$ cat src/rtl/fifo_uart_tx.sv
// FIFO read-side consumer that serialises each popped word onto a UART line.
// Optional even parity bit: define FIFO_UART_TX_PARITY_EN.
module fifo_uart_tx #(
    parameter int DATA_WIDTH   = 8,
    parameter int CLKS_PER_BIT = 16
) (
    input  logic                  clk,
    input  logic                  reset,
    input  logic                  fifo_rd_ready,
    output logic                  fifo_rd_en,
    input  logic [DATA_WIDTH-1:0] fifo_rd_data,
    input  logic                  fifo_rd_val,
    output logic                  tx,
    output logic                  busy
);

    localparam int CW = $clog2(CLKS_PER_BIT);
    localparam int BW = $clog2(DATA_WIDTH + 1);
    localparam logic [CW-1:0] CNT_LAST = CW'(CLKS_PER_BIT - 1);
    localparam logic [BW-1:0] BIT_LAST = BW'(DATA_WIDTH - 1);

    typedef enum logic [2:0] {
        IDLE,
        REQ,
        START,
        DATA,
`ifdef FIFO_UART_TX_PARITY_EN
        PARITY,
`endif
        STOP
    } state_t;

    state_t                state;
    logic [CW-1:0]         cnt;
    logic [BW-1:0]         bit_idx;
    logic [DATA_WIDTH-1:0] shift;
    logic [DATA_WIDTH-1:0] shift_nxt;
    logic                  cnt_last;
`ifdef FIFO_UART_TX_PARITY_EN
    logic                  par;
`endif

    // Gated by reset so no word is popped while it would be thrown away.
    assign fifo_rd_en = (state == IDLE) & fifo_rd_ready & ~reset;
    assign busy       = (state != IDLE);
    assign shift_nxt  = shift >> 1;
    assign cnt_last   = (cnt == CNT_LAST);

    always_ff @(posedge clk) begin
        if (reset) begin
            state   <= IDLE;
            tx      <= 1'b1;
            cnt     <= '0;
            bit_idx <= '0;
            shift   <= '0;
`ifdef FIFO_UART_TX_PARITY_EN
            par     <= 1'b0;
`endif
        end else begin
            unique case (state)
                IDLE: begin
                    tx  <= 1'b1;
                    cnt <= '0;
                    if (fifo_rd_en)
                        state <= REQ;
                end
                REQ: begin
                    cnt <= '0;
                    if (fifo_rd_val) begin
                        shift <= fifo_rd_data;
`ifdef FIFO_UART_TX_PARITY_EN
                        par   <= ^fifo_rd_data;
`endif
                        tx    <= 1'b0;
                        state <= START;
                    end else begin
                        state <= IDLE;
                    end
                end
                START: begin
                    if (cnt_last) begin
                        cnt     <= '0;
                        bit_idx <= '0;
                        tx      <= shift[0];
                        state   <= DATA;
                    end else begin
                        cnt <= cnt + CW'(1);
                    end
                end
                DATA: begin
                    if (cnt_last) begin
                        cnt <= '0;
                        if (bit_idx == BIT_LAST) begin
`ifdef FIFO_UART_TX_PARITY_EN
                            tx    <= par;
                            state <= PARITY;
`else
                            tx    <= 1'b1;
                            state <= STOP;
`endif
                        end else begin
                            bit_idx <= bit_idx + BW'(1);
                            shift   <= shift_nxt;
                            tx      <= shift_nxt[0];
                        end
                    end else begin
                        cnt <= cnt + CW'(1);
                    end
                end
`ifdef FIFO_UART_TX_PARITY_EN
                PARITY: begin
                    if (cnt_last) begin
                        cnt   <= '0;
                        tx    <= 1'b1;
                        state <= STOP;
                    end else begin
                        cnt <= cnt + CW'(1);
                    end
                end
`endif
                STOP: begin
                    tx <= 1'b1;
                    if (cnt_last) begin
                        cnt   <= '0;
                        state <= IDLE;
                    end else begin
                        cnt <= cnt + CW'(1);
                    end
                end
                default: begin
                    tx    <= 1'b1;
                    state <= IDLE;
                end
            endcase
        end
    end

endmodule

$ cat config.mk
export PLATFORM = sky130hd
export DESIGN_NAME = fifo_uart_tx
export DESIGN_NICKNAME = d
export VERILOG_FILES = /design/src/rtl/fifo_uart_tx.sv
export SDC_FILE = /design/constraint.sdc
export NUM_CORES = 1
export LEC_CHECK = 0
export CORE_MARGIN = 3
export CORE_UTILIZATION = 60
export CTS_BUF_LIST = sky130_fd_sc_hd__clkbuf_8
export CTS_CLUSTER_DIAMETER = 40
export CTS_CLUSTER_SIZE = 16
export DETAILED_ROUTE_END_ITERATION = 10
export GPL_ROUTABILITY_DRIVEN = 0
export MAX_ROUTING_LAYER = met4
export PLACE_DENSITY = 0.86
export SLEW_MARGIN = 0
export SYNTH_ARGS = -nofsm -noshare
export SYNTH_HDL_FRONTEND = slang
export SYNTH_SLANG_ARGS = --single-unit
$ cat constraint.sdc
create_clock -name clk -period 4.08 [get_ports clk]
set_input_delay 0.816 -clock clk [delete_from_list [all_inputs] [get_ports clk]]
set_output_delay 0.816 -clock clk [all_outputs]
set_load 0.02 [all_outputs]
# Yosys cells after proc, flatten, opt, wreduce, memory -nomap -nowiden
# Cells that the tools add are included.
# classes
bitwise	3
n_addsub	2
n_eq_ne	13
n_reduce_logical	11
muxes	22
# ops
operator	count
$mux W8	3
$mux W4	4
$pmux W4 S2	2
$pmux W8 S2	1
$mux W3	5
$pmux W3 S5	1
$ne A2 B2 Y1 const B	7
$add A4 B1 Y4 const B	2
$reduce_and A4 Y1	2
$eq A3 B2 Y1 const B	2
$reduce_bool A2 Y1	3
$reduce_and A5 Y1	1
$eq A4 B3 Y1 const B	1
$eq A4 B4 Y1 const B	1
$mux W1	4
$eq A3 B1 Y1 const B	1
$eq A3 B3 Y1 const B	1
$logic_not A3 Y1	1
$pmux W1 S3	1
$reduce_and A3 Y1	1
$reduce_bool A3 Y1	1
$reduce_or A3 Y1	1
$and A1 B1 Y1	2
$mux W2	1
2 further kinds	2
# totals
input_bits	12
out_inout_bits	3
reg_bits	20
word_cells	56

# Depth between registers and ports, before layout
# logic_depth
word_depth	5
depth_mapped	7
mapped_depth_nobuf	5

# Worst setup path before layout
# No wires, ideal clock.
# synth_path
kind	input-to-output
startpoint	in reset
endpoint	out fifo_rd_en
t_arrival_ps	1217
setup_slack_ps	2047
required_ps	3264
cell_stages	2
path_buffers	0
cell_sequence	nor2_1 -> and3_1
# synth_via
elab_chain_len	2
# synth_lines
element	line_no	source
from (decl)	8	input logic reset,
$not A1 Y1	44	assign fifo_rd_en = (state == IDLE) & fifo_rd_ready & ~reset;
$and A1 B1 Y1	44	
to (decl)	10	output logic fifo_rd_en,
# Every way passes these cells.

# Final worst setup path
# Ends and elaborated chain as after synthesis.

==> results by stage <==
Critical path:
- For this design, the slowest cell found on the critical path is sky130_fd_sc_hd__clkdlybuf4s50_1.
- The class of the most critical setup path is input port to output port.
- The worst path arrival time is 2.22 ns.
- The worst reg2reg path startpoint is state[0].
- The cell depth of the worst flop-to-flop path is 4.
- The setup check on the worst reg-to-reg path leaves a slack of 1.83 ns.
- At the worst endpoint, the required time is 3.26 ns.
- For this run, the slowest stage of the critical path takes 0.62 ns.
- In this run the critical register-to-register path is captured at shift[2].
- In this design, the critical path's most frequently occurring cell is sky130_fd_sc_hd__clkdlybuf4s50_1.
- The most critical setup path has its startpoint at reset.
- The startpoint class of the critical path is an input port.
- The critical path goes through clkdlybuf4s50_1 -> nor2_1 -> and3_1 -> clkdlybuf4s50_1.
- The endpoint class of the critical path is an output port.
- Of all nets on the critical path, the largest fanout is 3.

Final layout:
- The number of fill cells in the layout is 142.
- Measured on the finished design, the core utilization comes to 0.745.
- The diode insertion count for antenna repair is 0.
- The count of placed standard cells in the final layout, fillers left out is 159.
- The number of nets in the layout is 149.
- The most common cell after layout, fill and taps aside is sky130_fd_sc_hd__dfxtp_1.
- The area used by multi-input combinational logic is between 600 and 700 um2.
- In the layout the commonest cells are sky130_fd_sc_hd__dfxtp_1, sky130_fd_sc_hd__nor2_1, sky130_fd_sc_hd__clkdlybuf4s50_1.
- From synthesis to final layout, the design area changed by 15.9%.
- The share of cells above drive strength 1 is 0.0970.
- The sequential cells in the finished layout cover a total of roughly 400 um2.

Detailed routing:
- Dividing the detail-routed wire length by the instance count gives 15.0 um.
- The pre-antenna-repair detailed-routing pass consisted of 4 iterations.
- The detail route stage leaves a number of antenna-violating nets equal to 0.
- After detailed routing, the number of remaining DRC violations is 0.
- After detailed routing, the number of vias per cell comes to 6.13.
- Summed over all layers, the routed wires come to 2.39 mm.
- The routed layout has 975 vias.
- The starting DRC count in detailed routing is 19.

Floorplan:
- The height of the die is 49.5 um.
- The initial utilization of the core area, before any placement, comes to 0.643.
- The core region is 1760 um2.
- The count of pins on the block boundary is 15.
- The floorplan step defined a die boundary enclosing 2450 um2.
- The floorplan has 15 rows.
- The floorplan step set the die width to between 40 and 50 um.

Placed design:
- Prior to clock tree synthesis, the placed netlist has a worst setup slack of 1.06 ns.
- The HPWL after detailed placement is 1.63 mm.
- Including well taps, the total number of placed cells is ~160.
- The number of buffers inserted by port buffering is 14.

Synthesis:
- Synthesis instantiated 42 different standard cells from the library.
- For this run, the number of Yosys warnings is 0.
- Of the synthesized area, sequential elements account for 0.353.
- In the synthesized netlist the dominant register cell turns out to be sky130_fd_sc_hd__dfxtp_1.
- Counting flops and latches in the post-synthesis netlist gives 20.
- The share of flip-flops with an asynchronous set or reset is 0.
- The number of enable-type register cells in the synthesized netlist is 0.
- The synthesized instance count is 124.
- The cell area that synthesis handed to floorplanning was 1130 um2.
- The net count after synthesis is 138.
- A synthesized cell averages approximately 9.2 um2.

Global route:
- Entering global routing, the biggest net connects 20 pins.
- The number of global-route vias before repair was 883.
- The number of antenna violations at the first check in global routing is 0.
- The remaining global-route overflow is 0.
- For this run, the total global-route usage over all layers was measured as 0.230.
- The global-route wire length before repair is 4.21 mm.

STA:
- At the pin with the least slew margin, the transition time is approximately 0.67 ns.
- The routed design could run at a clock period as short as about 3.0 ns.
- Dividing the final minimum period by the clock period gives 0.743.
- Setup violations remaining at the end of the flow were counted as 0.
- The final worst setup slack is 1.05 ns.
- The sum of negative setup slack is 0 ns.
- The total count of max-transition violations in the final report was 0.
- For this run, the top clock speed supported by timing is 330 MHz.
- The post-route clock skew is about 0.0015 ns.
- The number of hold-slack violations in the final timing report is 0.
- Headroom to the max-slew limit came out at 0.556.
- Setup repair after global routing left no endpoint under its margin.

Hold path:
- In this run the worst hold path is classified as register to register.
- The startpoint identified for the worst hold timing path is bit_idx[3].
- The cell depth of the worst hold path is 1.
- The worst min-delay path endpoint is bit_idx[3].

CTS:
- The count of hold-fix buffers inserted at cts is 0.
- The clock tree from TritonCTS is yes.
- The number of gates resized after CTS was 0.
- The number of buffers created by CTS is 3.
- The later pin in the worst-skew pair is clocked with a latency of 0.26 ns.
- The cell sitting at the root of the clock tree is a sky130_fd_sc_hd__clkbuf_8.
- The sink count of the clock tree is 20.
- The count of H-tree levels built during CTS is 1.
- The buffers inserted during post-CTS setup optimization is 0.
- The clock-pin slew reported for the worst setup and hold paths after clock tree synthesis is approximately 0.070 ns.
- No sink is reached through more buffers than the 2 on the longest clock path.

Outcome:
- The flow ran to the end, and the final reports show no timing, DRC or antenna violations.

Pwr:
- The final total power is 0.410 mW.
- Dividing total power by cell area gives a power density of 312 nW/um2.
- The leakage power total is 0.545 nW.
- The maximum VDD drop is 0.224 mV.

Run:
- The count of maximum capacitance violations is 0.
-- registers in the layout, summed over array words and instances, names as in the netlist --
name     count
shift        8
state        3
tx           1
bit_idx      4
cnt          4
-- layout make-up --
class / count / area share
flip-flops and latches: 20 / 0.304
multi-input cells: 89 / 0.500
clock buffers: 4 / 0.0419
well taps: 25 / 0.0238
inverters: 6 / 0.0171
repair buffers: 15 / 0.112
-- critical path: cells and delay by family --
family | cells | cell delay (ns)
AND/OR/NAND/NOR | 2 | 0.35
buffers and inverters | 2 | 1.04
-- worst max-delay path by stage --
stage | endpoint | slack, ns | cells after the start
finish | fifo_rd_en | 1.05 | 4
global route | fifo_rd_en | 1.00 | 4
CTS | fifo_rd_en | 1.06 | 4
detailed placement | fifo_rd_en | 1.06 | 4
global placement | fifo_rd_en | 1.12 | 4
floorplan | fifo_rd_en | 2.05 | 2
-- where the power goes --
group,internal (mW),switching (mW),total (mW)
Combinational,0.0264,0.0240,0.0504
Clock,0.0859,0.0631,0.149
Sequential,0.202,0.00927,0.211
Total,0.314,0.0964,0.410
-- synthesized netlist by cell type (4+ instances only) --
library cell	number	area, um2
sky130_fd_sc_hd__a21oi_1	7	35.0
sky130_fd_sc_hd__a211oi_1	4	30.0
sky130_fd_sc_hd__inv_1	6	22.5
sky130_fd_sc_hd__dfxtp_1	20	400
sky130_fd_sc_hd__clkbuf_1	5	18.8
sky130_fd_sc_hd__nor2_1	19	71.3
sky130_fd_sc_hd__mux2i_1	8	80.1
-- cell families after synthesis --
group | share of synthesized area
AO/OA/AOI/OAI | 0.259
buffers and inverters | 0.0673
multiplexers | 0.0805
AND/OR/NAND/NOR | 0.218
adder cells (fa/ha/maj) | 0.0220
flip-flops | 0.353
-- per-stage QoR --
| step | hold slack, ns | area [um2] |
|---|---|---|
| after floorplan | 0.441 | 1130 |
| after global placement | 0.456 | 1260 |
| after detailed placement | 0.480 | 1260 |
| after CTS | 0.496 | 1320 |
| after global routing | 0.529 | 1320 |
| final | 0.492 | 1320 |
-- metal layers --
layer	up-vias	global-route usage	wire (um)
li1	486	-	-
met1	453	0.292	1080
met2	25	0.371	1150
met3	11	0.0272	72
met4	0	0.101	75
met5	-	-	0
Note: power is estimated with default switching activity, not from simulation.
